<file path="config.mk">
export PLATFORM = sky130hd
export DESIGN_NAME = hazard_control_unit
export DESIGN_NICKNAME = d
export VERILOG_FILES = /design/src/rtl/hazard_pkg.sv /design/src/rtl/forward_select.sv /design/src/rtl/hazard_control_unit.sv
export SDC_FILE = /design/constraint.sdc
export NUM_CORES = 1
export LEC_CHECK = 0
export BUFFER_PORTS_ARGS = -buffer_cell sky130_fd_sc_hd__buf_4
export CAP_MARGIN = 25
export CORE_MARGIN = 2
export CORE_UTILIZATION = 40
export DETAILED_ROUTE_END_ITERATION = 16
export PLACE_DENSITY = 0.66
export REMOVE_ABC_BUFFERS = 1
export SYNTH_ARGS = -nofsm -noshare
export SYNTH_HDL_FRONTEND = slang
export SYNTH_SLANG_ARGS = --single-unit
</file>
<file path="constraint.sdc">
create_clock -name clk -period 2.9 [get_ports clk]
set_input_delay 0.145 -clock clk [delete_from_list [all_inputs] [get_ports clk]]
set_output_delay 0.145 -clock clk [all_outputs]
set_load 0.01 [all_outputs]
</file>
<file path="src/rtl/hazard_pkg.sv">
// Shared encodings and helpers for the RV32 pipeline hazard controller.
package hazard_pkg;

    typedef enum logic [1:0] {
        RUN      = 2'd0,
        MEM_WAIT = 2'd1,
        ERROR    = 2'd2
    } hazardStateT;

    localparam logic [1:0] FWD_RD  = 2'b00;
    localparam logic [1:0] FWD_MEM = 2'b10;
    localparam logic [1:0] FWD_WB  = 2'b01;

    localparam logic [1:0] RESULTSRC_LOAD = 2'b01;

    typedef struct packed {
        logic stallF;
        logic stallD;
        logic stallE;
        logic stallM;
        logic flushD;
        logic flushE;
    } pipeCtlT;

    // x0 is hard-wired to zero, so a write to it never produces a value worth forwarding.
    function automatic logic regMatch(
        input logic       regWrite,
        input logic [4:0] rd,
        input logic [4:0] rs
    );
        return regWrite && (rd != 5'd0) && (rd == rs);
    endfunction

endpackage

</file>
<file path="src/rtl/forward_select.sv">
// EX-stage operand forwarding select for one source register; M beats W.
module forward_select
    import hazard_pkg::*;
(
    input  logic [4:0] RsE,
    input  logic [4:0] RdM,
    input  logic [4:0] RdW,
    input  logic       RegWriteM,
    input  logic       RegWriteW,
    output logic [1:0] fwdSel
);

    always_comb begin
        // NOTE: assign a default before any branch so the combinational block never infers a latch.
        fwdSel = FWD_RD;
        if (regMatch(RegWriteM, RdM, RsE)) begin
            fwdSel = FWD_MEM;
        end else if (regMatch(RegWriteW, RdW, RsE)) begin
            fwdSel = FWD_WB;
        end
    end

endmodule

</file>
<file path="src/rtl/hazard_control_unit.sv">
// Pipeline hazard controller: forwarding, load-use stalls, branch flushes,
// data-memory freeze with timeout, and saturating stall/flush event counters.
module hazard_control_unit
    import hazard_pkg::*;
#(
    parameter int CNT_W   = 16,
    parameter int TIMEOUT = 64,
    parameter int TMO_W   = 7
) (
    input  logic             clk,
    input  logic             rst,
    input  logic [4:0]       Rs1D,
    input  logic [4:0]       Rs2D,
    input  logic [4:0]       Rs1E,
    input  logic [4:0]       Rs2E,
    input  logic [4:0]       RdE,
    input  logic [4:0]       RdM,
    input  logic [4:0]       RdW,
    input  logic [1:0]       ResultSrcE,
    input  logic             RegWriteM,
    input  logic             RegWriteW,
    input  logic             PCSrcE,
    input  logic             dmem_req_M,
    input  logic             dmem_ready,
    output logic             StallF,
    output logic             StallD,
    output logic             StallE,
    output logic             StallM,
    output logic             FlushD,
    output logic             FlushE,
    output logic [1:0]       ForwardAE,
    output logic [1:0]       ForwardBE,
    output logic             mem_err,
    output logic [CNT_W-1:0] stall_cnt,
    output logic [CNT_W-1:0] flush_cnt
);

    hazardStateT      stateQ, stateD;
    logic [TMO_W-1:0] waitCntQ, waitCntD;
    logic             memErrQ;
    logic [CNT_W-1:0] stallCntQ, flushCntQ;

    logic             lwStall;
    logic             mWait;
    logic             pcFlush;
    pipeCtlT          ctl;
    logic [1:0]       fwdA, fwdB;

    forward_select u_fwdA (
        .RsE       (Rs1E),
        .RdM       (RdM),
        .RdW       (RdW),
        .RegWriteM (RegWriteM),
        .RegWriteW (RegWriteW),
        .fwdSel    (fwdA)
    );

    forward_select u_fwdB (
        .RsE       (Rs2E),
        .RdM       (RdM),
        .RdW       (RdW),
        .RegWriteM (RegWriteM),
        .RegWriteW (RegWriteW),
        .fwdSel    (fwdB)
    );

    assign lwStall = (ResultSrcE == RESULTSRC_LOAD) && (RdE != 5'd0)
                     && ((RdE == Rs1D) || (RdE == Rs2D));
    assign mWait   = dmem_req_M && !dmem_ready;

    always_ff @(posedge clk) begin
        // NOTE: sequential state uses non-blocking assignments so every register samples pre-edge values.
        if (rst) begin
            stateQ   <= RUN;
            waitCntQ <= '0;
        end else begin
            stateQ   <= stateD;
            waitCntQ <= waitCntD;
        end
    end

    always_comb begin
        stateD   = stateQ;
        waitCntD = waitCntQ;
        case (stateQ)
            RUN: begin
                if (mWait) begin
                    stateD   = MEM_WAIT;
                    waitCntD = TMO_W'(1);
                end
            end
            MEM_WAIT: begin
                if (dmem_ready) begin
                    stateD   = RUN;
                    waitCntD = '0;
                end else if (waitCntQ == TMO_W'(TIMEOUT)) begin
                    stateD = ERROR;
                end else begin
                    waitCntD = waitCntQ + TMO_W'(1);
                end
            end
            ERROR: begin
                stateD = ERROR;
            end
            default: begin
                stateD   = RUN;
                waitCntD = '0;
            end
        endcase
    end

    // A held E stage keeps PCSrcE/lwStall alive, so they act on the release cycle.
    always_comb begin
        ctl     = '0;
        pcFlush = 1'b0;
        if (!rst) begin
            if ((stateQ == ERROR) || mWait) begin
                ctl.stallF = 1'b1;
                ctl.stallD = 1'b1;
                ctl.stallE = 1'b1;
                ctl.stallM = 1'b1;
            end else if (PCSrcE) begin
                ctl.flushD = 1'b1;
                ctl.flushE = 1'b1;
                pcFlush    = 1'b1;
            end else if (lwStall) begin
                ctl.stallF = 1'b1;
                ctl.stallD = 1'b1;
                ctl.flushE = 1'b1;
            end
        end
    end

    always_ff @(posedge clk) begin
        if (rst) begin
            memErrQ   <= 1'b0;
            stallCntQ <= '0;
            flushCntQ <= '0;
        end else begin
            memErrQ <= memErrQ | (stateD == ERROR);
            if (ctl.stallF && (stallCntQ != '1)) begin
                stallCntQ <= stallCntQ + CNT_W'(1);
            end
            if (pcFlush && (flushCntQ != '1)) begin
                flushCntQ <= flushCntQ + CNT_W'(1);
            end
        end
    end

    assign StallF    = ctl.stallF;
    assign StallD    = ctl.stallD;
    assign StallE    = ctl.stallE;
    assign StallM    = ctl.stallM;
    assign FlushD    = ctl.flushD;
    assign FlushE    = ctl.flushE;
    assign ForwardAE = rst ? FWD_RD : fwdA;
    assign ForwardBE = rst ? FWD_RD : fwdB;
    assign mem_err   = memErrQ;
    assign stall_cnt = stallCntQ;
    assign flush_cnt = flushCntQ;

endmodule
</file>
### After elaboration in Yosys (flattened, before gate mapping)

Cells that the tools add are included.

| storage, ports and cells | value |
|---|---|
| register bits | 42 |
| input port bits | 44 |
| output and inout bits | 43 |

| operators by class | value |
|---|---|
| $add $sub $neg | 3 |
| equality and inequality tests | 15 |
| mux-type cells | 25 |
| bitwise operators | 2 |
| reduce and logical (&&, ||, !) cells | 19 |

Operator list:

| cell | count |
|---|---|
| $add A16 B1 Y16 const B | 2 |
| $ne A16 B16 Y1 const B | 2 |
| $eq A5 B5 Y1 | 6 |
| $mux W2 | 12 |
| $mux W7 | 3 |
| $pmux W7 S3 | 1 |
| $reduce_bool A5 Y1 | 3 |
| $logic_and A1 B1 Y1 | 11 |
| $add A7 B1 Y7 const B | 1 |
| $eq A7 B7 Y1 const B | 1 |
| $mux W1 | 7 |
| $mux W6 | 1 |
| $pmux W2 S3 | 1 |
| $eq A2 B1 Y1 const B | 2 |
| $eq A2 B2 Y1 const B | 2 |
| $ne A3 B3 Y1 const B | 1 |
| $reduce_and A3 Y1 | 1 |
| $logic_not A2 Y1 | 1 |
| $logic_or A1 B1 Y1 | 2 |
| $ne A2 B2 Y1 const B | 1 |
| $logic_not A1 Y1 | 1 |
| $not A1 Y1 | 1 |
| $or A1 B1 Y1 | 1 |

### Depth between registers and ports, before layout

Gate-level depths: netlist of run 1.

| logic depth | value |
|---|---|
| depth after elaboration | 8 |
| gate-level depth with buffers | 9 |
| mapped depth without buffers | 8 |

### Cells and area by module

From an unflattened synthesis of run 1, not the netlist that was laid out.

| unflattened totals | value |
|---|---|
| cell total of the unflattened synthesis | 309 |
| area, all modules | 2576.2 µm² |

Modules (own cells, without submodules):

| module | times used | cells an instance | area each (µm²) | seq. area each (µm²) |
|---|---|---|---|---|
| hazard_control_unit | 1 | 269 | 2273.4 | 840.8 |
| forward_select | 2 | 20 | 151.4 | 0.0 |

### Least setup slack after synthesis of run 1

OpenSTA, ideal clock, no wires.

| path | value |
|---|---|
| path type | register -> register |
| start | reg waitCntQ[0] |
| end | reg waitCntQ[6] |
| setup time | 117 ps |
| arrival | 1861 ps |
| required time | 2783 ps |
| slack | 922 ps |
| stages on the path, launching flop included | 9 |
| clock period less this slack | 1978 ps |
| cells stage by stage | dfxtp_1 > inv_1 > ha_1 > or4b_2 > nor3b_2 > a31oi_2 > nand4_1 > xor2_1 > nor2_1 |

| on the way | value |
|---|---|
| cells in the longest elaborated chain, start to end | 4 |

Ends and longest elaborated chain:

| item | RTL line | RTL |
|---|---|---|
| from (decl) | hazard_control_unit.sv:39 | `logic [TMO_W-1:0] waitCntQ, waitCntD;` |
| from (signal assigned) | hazard_control_unit.sv:78 | `waitCntQ <= waitCntD;` |
| $add A7 B1 Y7 | hazard_control_unit.sv:99 | `waitCntD = waitCntQ + TMO_W'(1);` |
| $mux W7 | hazard_control_unit.sv:96 | `end else if (waitCntQ == TMO_W'(TIMEOUT)) begin` |
| $mux W7 | hazard_control_unit.sv:93 | `if (dmem_ready) begin` |
| $pmux W7 S3 | hazard_control_unit.sv:85 | `case (stateQ)` |

Parallel ways exist; a longest one is shown, timed or not. The select of a mux whose other input is x is not followed.
A chain may end at the register's enable or synchronous reset.

### Worst setup path in the final report of run 1

| path | value |
|---|---|
| start | reg stallCntQ[6] (netlist: stall_cnt[6]) |
| end | reg stallCntQ[15] (netlist: stall_cnt[15]) |

| on the way | value |
|---|---|
| cells in the longest elaborated chain, start to end | 2 |

Ends and longest elaborated chain:

| item | RTL line | RTL |
|---|---|---|
| from (decl) | hazard_control_unit.sv:41 | `logic [CNT_W-1:0] stallCntQ, flushCntQ;` |
| from (signal assigned) | hazard_control_unit.sv:142 | `stallCntQ <= stallCntQ + CNT_W'(1);` |
| parallel branches: the longest is 2 deep, another holds $add A16 B1 Y16 | - |  |

Several ways; the timed one is not identified.

==> results.toml, run 1 <==
[synth]
synth_most_common_cell = "dfxtp_1"
seq_area_frac_synth_pct = 32.96
synth_edf_count = 0
synthArstFlopShare_pct = 0
synth_top_area_share_pct = 32.96
synth_ff_type = "dfxtp_1"
ys_ff_latch = 42
ys_top_cells_by_area = "dfxtp_1, xor2_1, nor2_1, or4_1, xnor2_1"
syn_inst = 300
avgSynthCellArea_sq_um = 8.504
ys_warn_count = 0
synth_top_area_cell = "dfxtp_1"
yosysUniqueCellTypes = 47
synth_area_sq_um = 2551
synth_commonest_cells = "dfxtp_1, xor2_1, nor2_1, nand2_1, nand3_1"

[timing]
finalClockSkew_ns = 0.01198
tns_ns = 0
period_share_pct = 76.48
finalMaxSlewViolations = 0
relSlewSlack_pct = 52.97
fin_crit_ns = 2.218
setup_violations = 0
holdWs_ns = 0.2111
worstMarginPinSlew_ns = 0.7055
rsz0062_at_grt = "false"
max_freq_mhz = 450.9
finalHoldViolations = 0

[pwr]
clockPowerShare_pct = 38.2
seqPwrFrac_pct = 47.9
swShare_pct = 24.67
power_density_nw_per_um2 = 368.0
combPwrFrac_pct = 13.9
cellInternalPower_uw = 923.7
ir_worst_vdd_mv = 0.2106
leakagePower_uw = 0.001357
switchingPower_uw = 302.5

[grt]
overflow = 0
grt_max_degree = 37
antenna_found_initial = 0
grt_pass1_vias = 2343
grt_pass1_wl_mm = 10.57
gr-usage-all-layers_pct = 18.07

[layout]
area.growth.synth_to_final_pct = 30.60
multi_input_area_sq_um = 1587
regArea_sq_um = 840.8
num_antenna_cells = 0
layout-drive-gt1-share_pct = 26.70
stdcell_count = 459
final_util_pct = 53.39
fin_area_sq_um = 3332
fillers = 617
fin_nets = 429

[clock_network]
ctsHoldBuffers = 0
clk_latency_ns = 0.30
clkSlewWorstSetupHoldPaths_ns = 0.09
htree_levels = 2
cts-resized-gates = 0
cts.sinks = 42
cts_buffers = 5
cts.path.max_buffers = 2
cts_tree = "yes"
cts-root-buf = "clkbuf_8"
post_cts_buffers = 0

[critical_path]
cp_num_buf_inv = 1
slowest_stage = "and3_1"
crit_chain = "nand4_1 -> nor3_1 -> and3_1 -> inv_1 -> a41o_1 -> a21oi_1"
crit_type = "reg -> reg"
timing.critical_path.arrival_ns = 2.46
start_kind = "flop"
rr_endpoint = "stall_cnt[15]"
path_delay_family = "simple AND/OR/NAND/NOR gates"
ff2ff_path_depth = 6
r2r_start = "stall_cnt[6]"
cp_data_required_time_ns = 3.14
worst-path-max-fanout = 24
reg2reg_setup_slack_ns = 0.68
crit_path_end_kind = "flop"
max_stage_delay_ns = 0.69
critPathLaunch = "stall_cnt[6]"

[floorplan]
die_height_microns = 83.86
die_area_sq_um = 7033
core_area_sq_um = 6241
num_io_pins = 87
die_w_microns = 83.86
start_util_pct = 40.88
rows = 29

[route]
drtIter0Drc = 53
viasPerCell = 5.407
drt-pass1-iter-count = 4
vias = 2482
drt_wl_total_mm = 6.269
wl_per_cell_microns = 13.66
postRouteAntennaNets = 0
drc = 0

[place]
gp_congestion = 0.8260
placed_cells_incl_taps = 451
port_buffers = 86
dp_hpwl_mm = 4.784
placed_cell_area_sq_um = 3222

[worst_hold_path]
hp-class = "in -> reg"
hold_path_startpoint = "dmem_req_M"
worst_hold_path.endpoint = "stateQ[0]"
hold_depth = 3

[run]
drv_cap = 0

[status]
outcome = "complete, no violations"
==> worst reg2reg max path: stages (launching register included) <==
cell and delay, ns:
dfxtp_1 0.44, nand4_1 0.15, nor3_1 0.34, and3_1 0.69
inv_1 0.18, a41o_1 0.25, a21oi_1 0.11
==> per-layer routing <==
layer | wire length [microns] | vias up | track usage [%] | part of all wire [%]
li1 | - | 1246 | - | -
met5 | 0 | - | 0 | 0
met3 | 505 | 7 | 5.143 | 8.1
met1 | 2746 | 1134 | 21.80 | 44
met4 | 73 | 0 | 5.279 | 1.2
met2 | 2944 | 95 | 31.20 | 47
==> cells by family (layout without fill, tap and decap cells) <==
| logic type | Yosys count | count (layout) | share of synthesized area, % |
|---|---|---|---|
| multiplexers | 2 | 2 | 0.7847 |
| AND/OR/NAND/NOR | 127 | 127 | 27.32 |
| XOR/XNOR | 49 | 49 | 16.82 |
| AO/OA/AOI/OAI | 50 | 50 | 15.30 |
| adder cells (fa/ha/maj) | 4 | 4 | 1.962 |
| flip-flops | 42 | 42 | 32.96 |
| buffers and inverters | 26 | 108 | 4.855 |
==> flip-flops by register name, indices dropped and copies added, names as in the netlist <==
signal,cells
flush_cnt,16
stateQ,2
waitCntQ,7
mem_err,1
stall_cnt,16
==> cells in the final DEF, fill, tap and decap left out, drive strengths merged, types with 10 or more instances in the layout <==
| cell | Yosys | routed |
|---|---|---|
| a21oi | 14 | 14 |
| buf | 7 | 86 |
| xor2 | 37 | 37 |
| or4 | 14 | 14 |
| xnor2 | 12 | 12 |
| inv | 13 | 13 |
| nand3 | 17 | 17 |
| nand4 | 10 | 10 |
| dfxtp | 42 | 42 |
| nand2 | 20 | 20 |
| nor2 | 31 | 31 |
==> worst max path at each step <==
stage | cells after the start | to
after floorplan | 8 | waitCntQ[6]
after global placement | 8 | waitCntQ[6]
after detailed placement | 6 | stall_cnt[15]
after CTS | 6 | stall_cnt[15]
after global routing | 6 | stall_cnt[2]
final | 6 | stall_cnt[15]
==> per-stage QoR <==
stage               total power, uW  setup WS, ns
finish                         1226        0.6821
global route                   1277        0.4137
CTS                            1242        0.6887
detailed placement            772.7        0.7279
global placement              770.4        0.8109
floorplan                     678.1        0.9205
==> power by group through the flow <==
stage / logic, uW / registers [uW] / clock network [uW]
2_1_floorplan: 77.2 / 601 / 0
3_3_place_gp: 170 / 601 / 0
3_5_place_dp: 172 / 601 / 0
4_1_cts: 173 / 587 / 483
5_1_grt: 189 / 589 / 500
6_report: 170 / 587 / 469
==> final cells by class <==
type	instances	share of cell area (%)
clock buffer	6	2.178
sequential	42	25.23
tap	77	2.891
inverter	14	1.577
multi-input combinational	232	47.62
clock inverter	2	1.127
timing repair buffer	86	19.38
(Power assumes the default switching activity.)
==> run 2, diff against run 1 <==
ABC_AREA = 1   (was default)
PLACE_DENSITY = default   (was 0.66)
clock period = 2.3 ns   (was 2.9 ns; I/O delays follow)
==> run 2 against run 1 <==
- fmax grew 12%
- hold slack lost 0.11 ns
- power grew 22%
- combinational power grew 54%
- design area grew 11%
- first-iteration DRC count grew 36%
- synthesized cell count grew 45%
- clock skew grew 0.0021 ns
- synthesized area grew 15%
- global-route usage shrank 0.61 points
- largest cell class unchanged
- highest routed layer unchanged
==> results.toml, run 2 <==
[status]
outcome = "complete, no violations"

[synth]
yosysUniqueCellTypes = 47
synth_area_sq_um = 2943
synth_most_common_cell = "nand2_1"
ys_top_cells_by_area = "dfxtp_1, nand2_1, nor2_1, inv_1, xor2_1"
synth-compound-area-share_pct = 12.12
synth_ff_type = "dfxtp_1"
synth_top_family_by_area = "simple AND/OR/NAND/NOR gates"
synthXorXnorAreaFrac_pct = 8.631
synth_edf_count = 0
synth_top_area_share_pct = 28.57
synthArstFlopShare_pct = 0
seq_area_frac_synth_pct = 28.57
syn_inst = 435
ys_ff_latch = 42
synth_fa_ha_area_share_pct = 1.701
synthSimpleGateAreaFrac_pct = 37.54
avgSynthCellArea_sq_um = 6.765
muxShareOfSynthArea_pct = 0
ys_warn_count = 0
synth_commonest_cells = "nand2_1, nor2_1, inv_1, dfxtp_1, a21oi_1"
synth_top_area_cell = "dfxtp_1"

[timing]
finalMaxSlewViolations = 0
tns_ns = 0
worstMarginPinSlew_ns = 0.7719
rsz0062_at_grt = "false"
relSlewSlack_pct = 48.48
fin_ws_ns = 0.3230
period_share_pct = 85.95
finalHoldViolations = 0
fin_crit_ns = 1.977
finalClockSkew_ns = 0.01412
setup_violations = 0
max_freq_mhz = 505.8

[floorplan]
rows = 31
die_height_microns = 89.78
start_util_pct = 41.01
num_io_pins = 87
core_area_sq_um = 7176
die_area_sq_um = 8060
die_w_microns = 89.78

[critical_path]
crit_chain = "ha_1 -> nand2_1 -> inv_1 -> nand3_2 -> nor2_2 -> nand3_2 -> nand2_1 -> nand2_1 -> nand2_1 -> nor2_1"
crit_type = "reg -> reg"
cp_data_required_time_ns = 2.49
critPathMostFrequentCell = "nand2_1"
worst-path-max-fanout = 12
slowest_stage = "dfxtp_1"
crit_path_end_kind = "flop"
timing.critical_path.arrival_ns = 2.17
start_kind = "flop"
max_stage_delay_ns = 0.40

[layout]
final_common_cell = "nand2_1"
num_antenna_cells = 0
fin_nets = 566
layout-drive-gt1-share_pct = 27.17
final_cell_mix = "nand2_1, buf_4, nor2_1, inv_1, dfxtp_1"
area.growth.synth_to_final_pct = 26.23
fin_area_sq_um = 3715

[clock_network]
cts_tree = "yes"
htree_levels = 2
clkSlewWorstSetupHoldPaths_ns = 0.09
cts.sinks = 42
clk_latency_ns = 0.30
cts-root-buf = "clkbuf_8"
post_cts_buffers = 0
cts.path.max_buffers = 2
cts-resized-gates = 0
ctsHoldBuffers = 0
cts_buffers = 5

[route]
drt_wl_total_mm = 6.970
wl_per_cell_microns = 11.28
vias = 2955
drtIter0Drc = 72
drt-pass1-iter-count = 4
viasPerCell = 4.782
postRouteAntennaNets = 0
drc = 0

[pwr]
combPwrFrac_pct = 17.4
seqPwrFrac_pct = 49.8
power_density_nw_per_um2 = 403.7
cellInternalPower_uw = 1073
switchingPower_uw = 426.3
clockPowerShare_pct = 32.8
swShare_pct = 28.43
ir_worst_vdd_mv = 0.2000
leakagePower_uw = 0.001736

[grt]
grt_max_degree = 27
overflow = 0
grt_pass1_wl_mm = 12.02
gr-usage-all-layers_pct = 17.46
grt_pass1_vias = 2741
antenna_found_initial = 0

[place]
port_buffers = 86
place_ws_ns = 0.3528
gp_congestion = 0.7875
placed_cell_area_sq_um = 3628
dp_hpwl_mm = 5.378

[run]
drv_cap = 0

[worst_hold_path]
hp-class = "in -> reg"
-- run 2: changes by cell type in the layout (fill, tap and decap cells not counted), moves of 6 or more --
cell     delta
inv_2       +8
nand3_1    +12
and3_1      -7
nor2_2      +6
xor2_1     -19
o31ai_1     -8
nor2_1     +24
nand2_1    +69
or4_1      -14
nor3_1      +6
inv_1      +37
a21oi_1    +17
-- run 2: cells by family (layout without fill, tap and decap cells) --
kind of cell,count (synthesis),in the layout
xor gates and xnor gates,29,29
and+or+nand+nor,226,226
adders and majority gates,4,4
DFF,42,42
buffers and inverters,73,157
AOI/OAI and AO/OA,61,61
-- run 2: power groups by stage --
| stage | Sequential (uW) | Clock (uW) | Combinational, uW |
|---|---|---|---|
| 6_report | 747 | 492 | 261 |
| 5_1_grt | 749 | 540 | 292 |
| 4_1_cts | 747 | 511 | 264 |
| 3_5_place_dp | 764 | 0 | 262 |
| 3_3_place_gp | 764 | 0 | 259 |
| 2_1_floorplan | 765 | 0 | 131 |
-- run 2: worst paths after layout --
path                                   start             to  cells after the start  slack, ns
worst max-delay path            stall_cnt[0]  stall_cnt[14]                     10       0.32
worst min-delay path              dmem_ready    waitCntQ[6]                      4        0.1
worst max register to register  stall_cnt[0]  stall_cnt[14]                     10       0.32
worst min register to register       mem_err        mem_err                      1       0.47
-- run 2: metal layers --
layer	vias to the layer above	GRT usage, %	part of all wire [%]
li1	1557	-	-
met1	1324	22.31	47
met2	69	29.99	47
met3	5	4.191	5.4
met4	0	3.846	0.70
met5	-	0	0
-- run 2: final cells by class --
class	instances	area (sq um)
Multi-Input combinational cell	320	1765
Timing Repair Buffer	88	660.6
Sequential cell	42	840.8
Clock inverter	2	13.76
Tap cell	99	123.9
Clock buffer	6	72.57
Fill cell	749	3461
Inverter	61	237.7
-- run 2: critical path, delay by kind of cell, from the launching register on --
| family | cells | cell delay, ns |
|---|---|---|
| buffers and inverters | 1 | 0.10 |
| AND/OR/NAND/NOR | 8 | 1.16 |
| flip-flops | 1 | 0.40 |
| adder cells (fa/ha/maj) | 1 | 0.20 |
-- run 2: metrics by stage --
stage | power (uW) | utilization [%] | instances | hold slack (ns)
3_5_place_dp | 1026 | 50.57 | 610 | 0.4109
5_1_grt | 1582 | 51.77 | 618 | 0.1144
4_1_cts | 1521 | 51.77 | 618 | 0.08705
6_report | 1500 | 51.77 | 618 | 0.09616
3_3_place_gp | 1023 | 50.57 | 610 | 0.4022
2_1_floorplan | 896.7 | - | 423 | 0.1841
